[src/rtl/clk_halt_if.sv]
// Halt-controller signal bundle: core-side requests and wake sources in,
// clock-gating controls and status out.
interface clk_halt_if #(
    parameter int CNT_W = 16
);
    logic             halt_req;
    logic             pipe_empty;
    logic             intr;
    logic             intr_en;
    logic             nmi;
    logic             dbg_resume;
    logic             stop;
    logic             resume_n;
    logic             halted;
    logic             drain_to;
    logic [CNT_W-1:0] stop_cnt;

    modport master (
        output halt_req, pipe_empty, intr, intr_en, nmi, dbg_resume,
        input  stop, resume_n, halted, drain_to, stop_cnt
    );

    modport slave (
        input  halt_req, pipe_empty, intr, intr_en, nmi, dbg_resume,
        output stop, resume_n, halted, drain_to, stop_cnt
    );
endinterface

[src/rtl/clk_halt_ctrl.sv]
// HLT power-down sequencer: drains the pipe, stops the gated core clock, and
// pulses resume_n on wake. Runs on the free-running clock.
module clk_halt_ctrl #(
    parameter int DRAIN_MAX  = 16,
    parameter int RESUME_CYC = 2,
    parameter int CNT_W      = 16
) (
    input  logic      clk,
    input  logic      rst_n,
    clk_halt_if.slave bus
);
    typedef enum logic [1:0] {RUN, DRAIN, STOPPED, WAKE} state_t;

    state_t     state, nstate;
    logic [7:0] drain_cnt;
    logic [3:0] res_cnt;
    logic       wake;
    logic       halt_ok;
    logic       drain_tmo;
    logic       stop_d, resume_n_d, halted_d;

    assign wake      = bus.nmi | (bus.intr & bus.intr_en) | bus.dbg_resume;
    assign halt_ok   = (state == RUN) & bus.halt_req & ~wake;
    // Timeout only counts when neither wake nor an empty pipe resolved the drain first.
    assign drain_tmo = (state == DRAIN) & ~wake & ~bus.pipe_empty
                       & (drain_cnt == 8'(DRAIN_MAX - 1));

    // State and counter registers
    always_ff @(posedge clk) begin
        if (!rst_n) begin
            state     <= RUN;
            drain_cnt <= '0;
            res_cnt   <= '0;
        end else begin
            state <= nstate;
            if (state == DRAIN) drain_cnt <= drain_cnt + 8'd1;
            else                drain_cnt <= '0;
            if (state == WAKE)  res_cnt   <= res_cnt + 4'd1;
            else                res_cnt   <= '0;
        end
    end

    // Next-state logic
    always_comb begin
        nstate = state;
        unique case (state)
            RUN:     if (halt_ok) nstate = DRAIN;
            DRAIN:   if (wake) nstate = RUN;
                     else if (bus.pipe_empty || drain_tmo) nstate = STOPPED;
            STOPPED: if (wake) nstate = WAKE;
            WAKE:    if (res_cnt == 4'(RESUME_CYC - 1)) nstate = RUN;
            default: nstate = RUN;
        endcase
    end

    // Outputs decoded from the next state so they line up with the state they describe.
    always_comb begin
        stop_d     = (nstate == STOPPED);
        resume_n_d = (nstate != WAKE);
        halted_d   = (nstate == STOPPED) | (nstate == WAKE);
    end

    always_ff @(posedge clk) begin
        if (!rst_n) begin
            bus.stop     <= 1'b0;
            bus.resume_n <= 1'b1;
            bus.halted   <= 1'b0;
            bus.drain_to <= 1'b0;
            bus.stop_cnt <= '0;
        end else begin
            bus.stop     <= stop_d;
            bus.resume_n <= resume_n_d;
            bus.halted   <= halted_d;
            bus.drain_to <= drain_tmo;
            if (halt_ok)
                bus.stop_cnt <= '0;
            else if (state == STOPPED && bus.stop_cnt != {CNT_W{1'b1}})
                bus.stop_cnt <= bus.stop_cnt + 1'b1;
        end
    end
endmodule

[src/flat_wrapper.sv]
// flat-port wrapper written by rule: the top's interface ports become plain ports
module clk_halt_ctrl_flat 
#(
    parameter int DRAIN_MAX  = 16,
    parameter int RESUME_CYC = 2,
    parameter int CNT_W      = 16
)
  (clk, rst_n, bus_halt_req, bus_pipe_empty, bus_intr, bus_intr_en, bus_nmi, bus_dbg_resume, bus_stop, bus_resume_n, bus_halted, bus_drain_to, bus_stop_cnt);
  clk_halt_if #(.CNT_W(CNT_W)) bus_i ();
  input  logic clk;
  input  logic rst_n;
  input wire logic [$bits(bus_i.halt_req)-1:0] bus_halt_req;
  input wire logic [$bits(bus_i.pipe_empty)-1:0] bus_pipe_empty;
  input wire logic [$bits(bus_i.intr)-1:0] bus_intr;
  input wire logic [$bits(bus_i.intr_en)-1:0] bus_intr_en;
  input wire logic [$bits(bus_i.nmi)-1:0] bus_nmi;
  input wire logic [$bits(bus_i.dbg_resume)-1:0] bus_dbg_resume;
  output wire logic [$bits(bus_i.stop)-1:0] bus_stop;
  output wire logic [$bits(bus_i.resume_n)-1:0] bus_resume_n;
  output wire logic [$bits(bus_i.halted)-1:0] bus_halted;
  output wire logic [$bits(bus_i.drain_to)-1:0] bus_drain_to;
  output wire logic [$bits(bus_i.stop_cnt)-1:0] bus_stop_cnt;
  assign bus_i.halt_req = bus_halt_req;
  assign bus_i.pipe_empty = bus_pipe_empty;
  assign bus_i.intr = bus_intr;
  assign bus_i.intr_en = bus_intr_en;
  assign bus_i.nmi = bus_nmi;
  assign bus_i.dbg_resume = bus_dbg_resume;
  assign bus_stop = bus_i.stop;
  assign bus_resume_n = bus_i.resume_n;
  assign bus_halted = bus_i.halted;
  assign bus_drain_to = bus_i.drain_to;
  assign bus_stop_cnt = bus_i.stop_cnt;
  clk_halt_ctrl #(.DRAIN_MAX(DRAIN_MAX), .RESUME_CYC(RESUME_CYC), .CNT_W(CNT_W)) u_core (.clk(clk), .rst_n(rst_n), .bus(bus_i));
endmodule
[config.mk]
export PLATFORM = sky130hd
export DESIGN_NAME = clk_halt_ctrl_flat
export DESIGN_NICKNAME = d
export VERILOG_FILES = /design/src/rtl/clk_halt_if.sv /design/src/rtl/clk_halt_ctrl.sv /design/src/flat_wrapper.sv
export SDC_FILE = /design/constraint.sdc
export NUM_CORES = 1
export LEC_CHECK = 0
export ABC_AREA = 1
export CAP_MARGIN = 15
export CELL_PAD_IN_SITES_DETAIL_PLACEMENT = 0
export CELL_PAD_IN_SITES_GLOBAL_PLACEMENT = 2
export CORE_MARGIN = 3
export CORE_UTILIZATION = 29
export CTS_CLUSTER_SIZE = 25
export DETAILED_ROUTE_END_ITERATION = 6
export PLACE_DENSITY_LB_ADDON = 0.05
export SLEW_MARGIN = 20
export SYNTH_ARGS = -nofsm -noshare
export SYNTH_HDL_FRONTEND = slang
export SYNTH_SLANG_ARGS = --single-unit
[constraint.sdc]
create_clock -name clk -period 1.7 [get_ports clk]
set_input_delay 0.255 -clock clk [delete_from_list [all_inputs] [get_ports clk]]
set_output_delay 0.255 -clock clk [all_outputs]
set_load 0.05 [all_outputs]
Yosys cells after proc, flatten, opt, wreduce, memory -nomap -nowiden
Cells that the tools add are included.

word-level totals
  flip-flop bits (word level) = 34
  input port bits = 8
  output and inout bits = 20
  word-level logic and storage cells = 44

cells by class
  bitwise operators = 12
  reductions and logical operators = 6
  multiplexer cells = 6
  eq/ne operators = 9
  add/sub/neg operators = 3

operators by type and width
  cell                                           count
  adder 16 x 1 -> 16 bit, second input constant  1
  inequality test 16 bit, second input constant  1
  two-way mux 2 bit                              5
  adder 8 x 1 -> 8 bit, second input constant    1
  == test 2 bit, second input constant           4
  == test 8 x 4 -> 1 bit, second input constant  1
  one-hot mux 2 bit (4 select lines)             1
  bitwise AND 1 bit                              6
  adder 4 x 1 -> 4 bit, second input constant    1
  == test 4 x 1 -> 1 bit, second input constant  1
  AND reduction 2 bit                            2
  inverter 1 bit                                 3
  bitwise OR 1 bit                               3
  == test 2 x 1 -> 1 bit, second input constant  1
  zero test 2 bit                                1
  inequality test 2 bit, second input constant   1
  OR reduction 2 bit                             1
  logical AND 1 bit                              1
  logical OR 1 bit                               1

Depth between registers and ports, before layout
  depth in word-level cells = 13
  gate-level depth with buffers = 10
  gate-level depth less buffers = 10

Worst setup path before layout
Ideal clock, no wire load.

  path type = reg2reg
  start point = reg u_core.bus.stop_cnt[0]
  end point = reg u_core.bus.stop_cnt[2]
  clock period less this slack = 1957 ps
  cell stages (with the launch flop) = 10
  arrival time = 1833 ps
  path slack = -257 ps
  library setup time = 124 ps
  path buffers = 1
  path through = dfxtp_1 ha_1 nand3_1 clkinv_1 nand2_2 o21ai_4 inv_2 buf_6 nand2_1 a21oi_2

on the way
  longest elaborated chain between the ends = 2

ends and longest elaborated chain
  element                                                         RTL line             source
  start, declared                                                 clk_halt_if.sv:25    output stop, resume_n, halted, drain_to, stop_cnt
  start signal, assigned                                          clk_halt_ctrl.sv:78  bus.stop_cnt <= bus.stop_cnt + 1'b1;
  branches (longest 2 deep; another with adder 16 x 1 -> 16 bit)  --

Several ways; the timed one is not identified.
A chain may end at the register's enable or synchronous reset.

Worst setup path after layout
  start point = reg u_core.bus.stop_cnt[1]
  end point = reg u_core.bus.stop_cnt[6]

The elaborated chain is that of the path after synthesis.

==> results.yml <==
grt:
  grt_pass1_wl_mm: 7.25
  grt_max_degree: 15
  grt_overflow_total: 0
  groute.usage.overall_pct: 12.7
  grt_antenna_before_repair: 0
  first_global_vias: 1547
clock_network:
  root_buffer: "clkbuf_8"
  cts-root-to-sink-buffers: 2
  tritoncts: "yes"
  worstSkewPairLatency_ns: 0.28
  htree_levels: 2
  cts_hold_buffers: 0
  clock-sinks: 34
  cts_buffers: 5
  cts.clk_slew.worst_paths_ns: 0.07
power_and_ir_drop:
  finalPower_mw: 1.45
  switchingPower_uw: 342
  pwr-share-seq_pct: 55.0
  share_comb_of_total_power_pct: 5.0
  maximum_resistive_drop_on_vdd_uv: 447
  power_switching_share_pct: 23.5
  powerDensity_nw_per_um2: 656
  p_clk_share_pct: 40.0
  power.static_leakage_nw: 0.853
  internal-power_mw: 1.11
timing:
  timing.final.hold_violations: 0
  slew_headroom_pct: 75.5
  post-route-period-util_pct: 89.7
  maxClockFrequency_mhz: 656
  setup_repair_after_global_routing_missed_its_margin: "false"
  hold_ws_ns: 0.455
  setup_violations: 0
  worst_pin_slew_ns: 0.367
  fin_ws_ns: 0.175
  worst_clock_skew_ns: 0.00429
  timing.final.max_slew_violations: 0
  fin_tns_setup_ns: 0
  layout_min_cycle_time_ns: 1.53
status:
  status: "finished clean"
die:
  pin_count: 28
  chipHeight_um: 83.6
  fp-row-count: 27
  placeableCoreArea_um2: 5680
  die_area_um2: 6980
  die-width_um: 83.6
  initial_core_util_pct: 30.7
synthesis:
  synth.cell_area_um2: 1740
  ys_seq_elements: 34
  ys_seq_area_share_pct: 39.0
  synth-compound-area-share_pct: 11.8
  combinational_family_with_the_most_area_after_synthesis: "simple AND/OR/NAND/NOR gates"
  yosys.area_share.simple_pct: 33.9
  syn_area_per_cell_um2: 6.98
  synthesis.instances: 250
  synth.area.mux_share_pct: 0
  post_synth_xor_area_fraction_pct: 4.52
  postSynthNetCount: 262
  post_synth_fa_ha_maj_area_fraction_pct: 2.87
  ys_types: 24
  yosys_warnings: 0
finish:
  layout-drive-gt1-share_pct: 22.6
  areaGrowthSynthToFinish_pct: 27.0
  finish.net_count: 303
  antenna_diode_count: 0
worst_setup_path:
  worst-endpoint-required_ns: 1.92
  crit_path_start_kind: "flop"
  crit_path_max_fanout: 8
  crit_type: "flop to flop"
  crit_path_end_kind: "flop"
  worstPathArrival_ns: 1.74
drt:
  drt_first_pass_iters: 4
  totalWireLength_mm: 4.10
  antenna_violating_nets_post_route: 0
  route.detailed.wl_per_inst_um: 11.3
  vias_per_cell: 4.41
  drc: 0
  vias: 1607
  initialDrtViolationCount: 73
placement:
  io_buffer_count: 27
  place_congestion: 0.744
  place_worst_setup_slack_ns: 0.0201
  dp_hpwl_mm: 3.21
job:
  max_cap_violations: 0
hold_path:
  class_of_the_most_critical_hold_timing_path: "flop to flop"
## Yosys cell counts, drive strengths merged
library cell	number	area (um2)
a21oi	17	123
a31oi	2	12.5
buf	3	27.5
clkinv	1	3.75
dfxtp	34	681
ha	4	50.1
inv	28	105
nand2	72	280
nand3	10	50.1
nand4	7	43.8
nor2	46	185
nor3	1	5.00
nor3b	2	15.0
nor4	1	6.26
o21ai	12	71.3
or2	1	6.26
xnor2	6	52.6
xor2	3	26.3
## area by class of cell
| type | count | area (um2) |
|---|---|---|
| fillers | 622 | 3460 |
| inverters | 29 | 111 |
| multi-input cells | 184 | 927 |
| clock buffers | 6 | 72.6 |
| well taps | 72 | 90.1 |
| repair buffers | 37 | 312 |
| flip-flops and latches | 34 | 693 |
| clock inverters | 2 | 10.0 |
## kinds of logic after synthesis
kind of cell | after synthesis
XOR/XNOR | 9
AND/OR/NAND/NOR | 140
flip-flops | 34
buffers and inverters | 32
AO/OA/AOI/OAI | 31
adder cells (fa/ha/maj) | 4
## registers in the layout, indices dropped and copies added (netlist names)
signal and cells:
u_core.res_cnt 4, u_core.state 2, u_core.bus.drain_to 1, u_core.bus.halted 1, u_core.drain_cnt 8, u_core.bus.stop 1
u_core.bus.resume_n 1, u_core.bus.stop_cnt 16
## placed cells by master, fill, tap and decap left out, types with 2 or more instances in the layout
| cell type | netlist | final |
|---|---|---|
| a21oi_1 | 7 | 7 |
| a21oi_2 | 10 | 10 |
| a31oi_1 | 2 | 2 |
| buf_4 | 0 | 28 |
| clkbuf_8 | 0 | 5 |
| clkdlybuf4s50_1 | 0 | 7 |
| clkinv_2 | 0 | 2 |
| dfxtp_1 | 34 | 28 |
| dfxtp_2 | 0 | 4 |
| dfxtp_4 | 0 | 2 |
| ha_1 | 4 | 4 |
| inv_1 | 26 | 26 |
| nand2_1 | 68 | 68 |
| nand2_2 | 4 | 4 |
| nand3_1 | 10 | 10 |
| nand4_1 | 7 | 7 |
| nor2_1 | 41 | 41 |
| nor2_2 | 5 | 5 |
| nor3b_1 | 2 | 2 |
| o21ai_0 | 11 | 11 |
| xnor2_1 | 6 | 6 |
| xor2_1 | 3 | 3 |
## critical path, cell delays in order, from the launching register on
cell and delay (ns):
dfxtp_4 0.37, ha_1 0.18, nand3_1 0.12, clkinv_1 0.08
nand2_2 0.08, o21ai_4 0.25, buf_6 0.18, nand2_1 0.07
a21oi_2 0.13
## worst paths after layout
check | cells past startpoint | end | startpoint | slack (ns)
setup / recovery | 8 | u_core.bus.stop_cnt[6]$_SDFFE_PP0P_ | u_core.bus.stop_cnt[1]$_SDFFE_PP0P_ | 0.17
hold / removal | 1 | u_core.drain_cnt[0]$_SDFF_PN0_ | u_core.drain_cnt[0]$_SDFF_PN0_ | 0.45
setup reg to reg | 8 | u_core.bus.stop_cnt[6]$_SDFFE_PP0P_ | u_core.bus.stop_cnt[1]$_SDFFE_PP0P_ | 0.17
hold reg to reg | 1 | u_core.drain_cnt[0]$_SDFF_PN0_ | u_core.drain_cnt[0]$_SDFF_PN0_ | 0.45
## per-stage QoR
| step | instances | util [%] | instance area [um2] |
|---|---|---|---|
| final | 364 | 39.0 | 2220 |
| after global routing | 364 | 39.0 | 2220 |
| after CTS | 364 | 38.9 | 2210 |
| after detailed placement | 356 | 37.5 | 2130 |
| after global placement | 356 | 37.5 | 2130 |
| after floorplan | 250 | - | 1760 |
## power groups by stage
stage	clock (mW)	sequential [mW]	combinational (mW)
2_1_floorplan	0	0.822	0.0339
3_3_place_gp	0	0.819	0.0742
3_5_place_dp	0	0.819	0.0737
4_1_cts	0.607	0.800	0.0740
5_1_grt	0.648	0.801	0.0820
6_report	0.582	0.801	0.0724
## routing by layer
layer / up-vias / global-route usage (%) / part of all wire [%]
met3: 5 / 4.34 / 4.4
li1: 872 / - / -
met4: 0 / 3.07 / 1.1
met5: - / 0 / 0
met1: 700 / 18.1 / 53
met2: 30 / 18.4 / 41
## repair_timing
action / CTS / global route
gates resized for setup: 0 / 3
buffers inserted: 0 / 0
hold endpoints to repair: 0 / 0
setup endpoints to repair: 0 / 2
Power figures use the tool's default switching activity.
==> RTL change 1 (same flow settings) <==
The 4 states of `state_t` get a one-hot encoding in 4 bits.
--- a/src/rtl/clk_halt_ctrl.sv
+++ b/src/rtl/clk_halt_ctrl.sv
@@ -9,7 +9,7 @@
     input  logic      rst_n,
     clk_halt_if.slave bus
 );
-    typedef enum logic [1:0] {RUN, DRAIN, STOPPED, WAKE} state_t;
+    typedef enum logic [3:0] {RUN = 4'b0001, DRAIN = 4'b0010, STOPPED = 4'b0100, WAKE = 4'b1000} state_t;
 
     state_t     state, nstate;
     logic [7:0] drain_cnt;
Check against the original RTL: no difference found for any inputs over 10 cycles, from zero or initial values and one cycle with rst_n low; not proved beyond that.
==> RTL change 1 against the unedited design <==
  * Synthesized area grew 5.2%
  * Power rose by 12%
  * Sequential cell count rose by 2
  * Routed wire length grew 10%
  * Synthesized cell count grew 10%
  * Final area rose by 5.0%
  * Sequential share of layout area increased by 0.55 points
  * Setup slack worse by 23 ps
  * Critical path type unchanged
  * Critical endpoint is now u_core.bus.stop_cnt[2]$_SDFFE_PP0P_
  * Largest power group unchanged
==> RTL change 1: results (changes against the unedited design) <==
- Status: finished clean
- Mapped Nets: 287 (+9.5%)
- Setup crit end kind: flip-flop
- Post_cts resized: 0 (unchanged)
- Area leader, netlist: dfxtp_1
- Setup slack after placement: 95.3 ps (+75.2 ps)
- Largest net degree at the start of global routing: 17 (+2)
- Post-synthesis cell type count: 24 (unchanged)
- VDD IR max: 0.000263 V (-41%)
- Most common library cells after synthesis: nand2_1, nor2_1, dfxtp_1
- Clk_lat worst skew: 290 ps
- Worst R2R End: u_core.bus.stop_cnt[2]$_SDFFE_PP0P_
- Layout Skew: 9.78 ps (+5.50 ps)
- Global-route wire length before repair: 7.67 mm (+5.9%)
- CP peak stage delay: 390 ps (+20 ps)
- Vias per std cell: 4.40 (-0.24%)
- Drt pass-1 iters: 4 (unchanged)
- Clock Tree Root: clkbuf_8
- Post-synth EDFFs: 0 (unchanged)
- Total GRT Usage: 0.131 (+0.00386)
- Worst Reg-to-Reg Cells: 8 (unchanged)
- Layout cells sized above 1: 0.180 (-0.0456)
- GP Congestion: 0.753 (+1.2%)
- Crit-path max FO: 8 (unchanged)
- Post-synth top area share: 0.393 (+0.00266)
- Ys Warns: 0 (unchanged)
- DP Area: 2220 µm² (+4.4%)
- Largest cells by area after synthesis: dfxtp_1, nand2_1, nor2_1, inv_1, a21oi_1
- Final Hold Viols: 0 (unchanged)
- CTS buffer count: 5 (unchanged)
- Drt wl/cell: 11.6 µm (+2.7%)
- H-tree levels: 2 (unchanged)
- FFs w/ async S/R, synth: 0 (unchanged)
- CP Launch Point: u_core.bus.stop_cnt[0]$_SDFFE_PP0P_
- Initial DRC Count: 80 (+9.6%)
- Hold slack: 457 ps (+2.46 ps)
- Nets: 327 (+7.9%)
- Leakage power total: 0.917 nW (+7.5%)
- Register area share after synthesis: 0.393 (+0.00266)
- Vias in the first global route: 1669 (+7.9%)
- Top Registers: u_core.bus.stop_cnt: 16 flops, u_core.drain_cnt: 8 flops
- Worst hold path type: reg -> reg
- Max_slew headroom: 0.798 (+0.0429)
- Fin crit period: 1550 ps (+23.4 ps)
- PortBufs: 27 (unchanged)
- Post-CTS Setup Inserts: 0 (unchanged)
- ANT cells: 0 (unchanged)
- CP max stage cell: dfxtp_4
- Hpwl dp: 3.39 mm (+5.7%)
- Final setup viols: 0 (unchanged)
- CP Data Arrival Time: 1780 ps (+40 ps)
==> RTL change 1: area by class of cell <==
type / instances / area (µm²)
Fill cell: 653 / 3700
Multi-Input combinational cell: 201 / 955
Sequential cell: 36 / 741
Timing Repair Buffer: 36 / 300
Inverter: 35 / 131
Clock buffer: 6 / 93.8
Tap cell: 75 / 93.8
Clock inverter: 2 / 12.5
==> RTL change 1: how the worst min path moves through the flow <==
stage                                         startpoint                              to  cells past startpoint
after floorplan                                    rst_n      u_core.state[0]$_SDFF_PN1_                      1
after global placement    u_core.drain_cnt[0]$_SDFF_PN0_  u_core.drain_cnt[0]$_SDFF_PN0_                      1
after detailed placement  u_core.drain_cnt[0]$_SDFF_PN0_  u_core.drain_cnt[0]$_SDFF_PN0_                      1
after CTS                 u_core.drain_cnt[0]$_SDFF_PN0_  u_core.drain_cnt[0]$_SDFF_PN0_                      1
after global routing      u_core.drain_cnt[0]$_SDFF_PN0_  u_core.drain_cnt[0]$_SDFF_PN0_                      1
final                     u_core.drain_cnt[0]$_SDFF_PN0_  u_core.drain_cnt[0]$_SDFF_PN0_                      1
==> RTL change 1: layer usage <==
| layer | share of wire | up-vias | routed length [µm] | track usage |
|---|---|---|---|---|
| met4 | 0.015 | 0 | 66 | 0.0432 |
| li1 | - | 935 | - | - |
| met2 | 0.49 | 26 | 2200 | 0.232 |
| met5 | 0 | - | 0 | 0 |
| met3 | 0.040 | 7 | 180 | 0.0307 |
| met1 | 0.46 | 754 | 2070 | 0.156 |
==> RTL change 1: kinds of logic after synthesis <==
logic type                 after synthesis  share of synthesized area
buffers and inverters                   38                     0.0866
AOI/OAI and AO/OA                       31                     0.0982
and+or+nand+nor                        158                      0.357
adders and majority gates                4                     0.0273
xor gates and xnor gates                 8                     0.0382
DFF                                     36                      0.393
==> RTL change 1: per-stage QoR <==
step,instances,total power [mW]
6_report,391,1.63
2_1_floorplan,275,0.898
4_1_cts,391,1.67
5_1_grt,391,1.71
3_3_place_gp,383,0.936
3_5_place_dp,383,0.935
==> RTL change 1: power by group <==
part	switching, mW	internal, mW
combinational	0.0372	0.0320
clock	0.342	0.375
sequential	0.00226	0.843
total	0.382	1.25
==> RTL change 1: critical path: cells and delay by family (launching register included) <==
kind	cells	cell delay, ps
and+or+nand+nor	4	390
buffers and inverters	1	190
adders and majority gates	1	220
DFF	1	390
AOI/OAI and AO/OA	2	300
==> RTL change 2 (config.mk and constraints unchanged) <==
Made on the original files. `CNT_W` is set to 16 in 3 places; all go to 24.
--- a/src/rtl/clk_halt_if.sv
+++ b/src/rtl/clk_halt_if.sv
@@ -1,7 +1,7 @@
 // Halt-controller signal bundle: core-side requests and wake sources in,
 // clock-gating controls and status out.
 interface clk_halt_if #(
-    parameter int CNT_W = 16
+    parameter int CNT_W = 24
 );
     logic             halt_req;
     logic             pipe_empty;
--- a/src/rtl/clk_halt_ctrl.sv
+++ b/src/rtl/clk_halt_ctrl.sv
@@ -3,7 +3,7 @@
 module clk_halt_ctrl #(
     parameter int DRAIN_MAX  = 16,
     parameter int RESUME_CYC = 2,
-    parameter int CNT_W      = 16
+    parameter int CNT_W      = 24
 ) (
     input  logic      clk,
     input  logic      rst_n,
--- a/src/flat_wrapper.sv
+++ b/src/flat_wrapper.sv
@@ -3,7 +3,7 @@
 #(
     parameter int DRAIN_MAX  = 16,
     parameter int RESUME_CYC = 2,
-    parameter int CNT_W      = 16
+    parameter int CNT_W      = 24
 )
   (clk, rst_n, bus_halt_req, bus_pipe_empty, bus_intr, bus_intr_en, bus_nmi, bus_dbg_resume, bus_stop, bus_resume_n, bus_halted, bus_drain_to, bus_stop_cnt);
   clk_halt_if #(.CNT_W(CNT_W)) bus_i ();
Ports: changed (resized bus_stop_cnt); port bits go from 28 to 36. No check against the original RTL was run, so the function may have changed too.
==> RTL change 2 against the unedited design <==
  * Routed wire length increased by 47%
  * Final area increased by 28%
  * Setup slack lost 38 ps
  * Count of clock-buffer cells in the layout grew 1
  * Non-clock buffer count up 11
  * Synthesized cell count up 36%
  * Critical path depth increased by 1
  * Power is 23% higher
  * Via count is 34% higher
  * Sequential cell count rose by 8
  * Synthesized area up 27%
  * Die area rose by 25%
  * Sequential power increased by 23%
==> RTL change 2: results (changes against the unedited design) <==
- Status: finished clean
- Layout cells sized above 1: 0.195 (-0.0312)
- FFs w/ async S/R, synth: 0 (unchanged)
- Post-Synth Adder-Cell Area: 0.0226 (-0.00608)
- Routed vias: 2153 (+34%)
- Die area: 8720 µm² (+25%)
- Hpwl dp: 4.49 mm (+40%)
- CTS buffer count: 5 (unchanged)
- M3 GR Usage: 0.0346 (-0.00884)
- Post-synthesis mux area share: 0 (unchanged)
- ANT cells: 0 (unchanged)
- GR Util met1: 0.169 (-0.0121)
- Vias in the first global route: 2056 (+33%)
- Comb pwr share: 0.034 (-0.016)
- Drt wl/cell: 12.3 µm (+9.4%)
- Register area share after synthesis: 0.380 (-0.0104)
- Initial DRC Count: 107 (+47%)
- CTS max path bufs: 2 (unchanged)
- Mapped Nets: 352 (+34%)
- Setup slack after placement: 54.5 ps (+34.4 ps)
- Clk_lat worst skew: ~290 ps
- Nets: 402 (+33%)
- H-tree levels: 2 (unchanged)
- Worst hold path type: reg -> reg
- Placed insts: 481 (+35%)
- Leakage power total: 1.09 nW (+28%)
- CP Data Arrival Time: roughly 1800 ps
- Clk. pwr: 753 µW (+29%)
- CP max stage cell: dfxtp_4
- Final Instance Count excl. Fillers: 489 (+34%)
- Total GRT Usage: 0.145 (+0.0178)
- Top Registers: u_core.bus.stop_cnt: 24 flops, u_core.drain_cnt: 8 flops, u_core.res_cnt: 4 flops
- Max_slew headroom: 0.767 (+0.0119)
- CP peak stage delay: between 300 and 400 ps
- Largest cells by area after synthesis: dfxtp_1, nand2_1, nor2_1, a21oi_1, inv_1
- XOR/XNOR Fraction of Synth Area: 0.0475 (+0.00229)
- Global-route wire length before repair: 9.87 mm (+36%)
- R2R setup slack: 140 ps (-40 ps)
- Ys Warns: 0 (unchanged)
- VDD IR max: 0.000305 V (-32%)
- Worst-path clk slew: approximately 80 ps
- PortBufs: 35 (+30%)
- GP Congestion: 0.755 (+1.5%)
- Cell type group with the largest total delay on the critical path: flip-flops
- Post-CTS Setup Inserts: 0 (unchanged)
- Met2 capacity usage during global routing: 0.264 (+0.0808)
- Post-Syn Instances: 340 (+36%)
- Post-synthesis compound-gate area fraction: 0.0961 (-0.0223)
- Post-synthesis cell type count: 26 (+8.3%)
- Initial antenna violation count: 0 (unchanged)
- Most common library cells after synthesis: nand2_1, nor2_1, dfxtp_1
- Layout Skew: 3.58 ps (-0.705 ps)
- Largest net degree at the start of global routing: 25 (+10)
- Clock Tree Root: clkbuf_8
- Sw Pwr: 375 µW (+9.4%)
- Drt pass-1 iters: 4 (unchanged)
- Crit-path max FO: 13 (+5)
- Fin crit period: 1560 ps (+38.1 ps)
## RTL change 2: routing by layer
metal,vias to the layer above,part of all wire
li1,1167,-
met1,947,0.45
met2,32,0.51
met3,7,0.033
met4,0,0.013
met5,-,0
## RTL change 2: repair_timing
action	4_1_cts	5_1_grt
endpoints found under the setup margin	0	23
resized for setup	0	8
hold endpoints to repair	0	0
## RTL change 2: final cells by class
| class | instances | area (µm²) |
|---|---|---|
| clock buffers | 7 | 108 |
| fillers | 804 | 4480 |
| inverters | 34 | 128 |
| multi-input cells | 259 | 1230 |
| flip-flops and latches | 42 | 866 |
| well taps | 99 | 124 |
| repair buffers | 48 | 390 |
## RTL change 2: final timing paths
kind                                  startpoint                                   to  cells after the start
max          u_core.bus.stop_cnt[0]$_SDFFE_PP0P_  u_core.bus.stop_cnt[9]$_SDFFE_PP0P_                      9
min               u_core.drain_cnt[0]$_SDFF_PN0_       u_core.drain_cnt[0]$_SDFF_PN0_                      1
max reg2reg  u_core.bus.stop_cnt[0]$_SDFFE_PP0P_  u_core.bus.stop_cnt[9]$_SDFFE_PP0P_                      9
min reg2reg       u_core.drain_cnt[0]$_SDFF_PN0_       u_core.drain_cnt[0]$_SDFF_PN0_                      1
## RTL change 2: kinds of logic (layout without fill, tap and decap cells)
kind of cell               count (synthesis)  after routing
buffers and inverters                     40             89
DFF                                       42             42
xor gates and xnor gates                  12             12
AOI/OAI and AO/OA                         42             42
adders and majority gates                  4              4
and+or+nand+nor                          200            201
## RTL change 2: stage by stage
stage	hold WS (ps)	power, mW	area, µm²	util
after floorplan	341	1.03	2230	-
after global placement	434	1.07	2700	0.369
after detailed placement	438	1.07	2700	0.369
after CTS	458	1.84	2810	0.384
after global routing	491	1.89	2850	0.388
final	452	1.80	2850	0.388
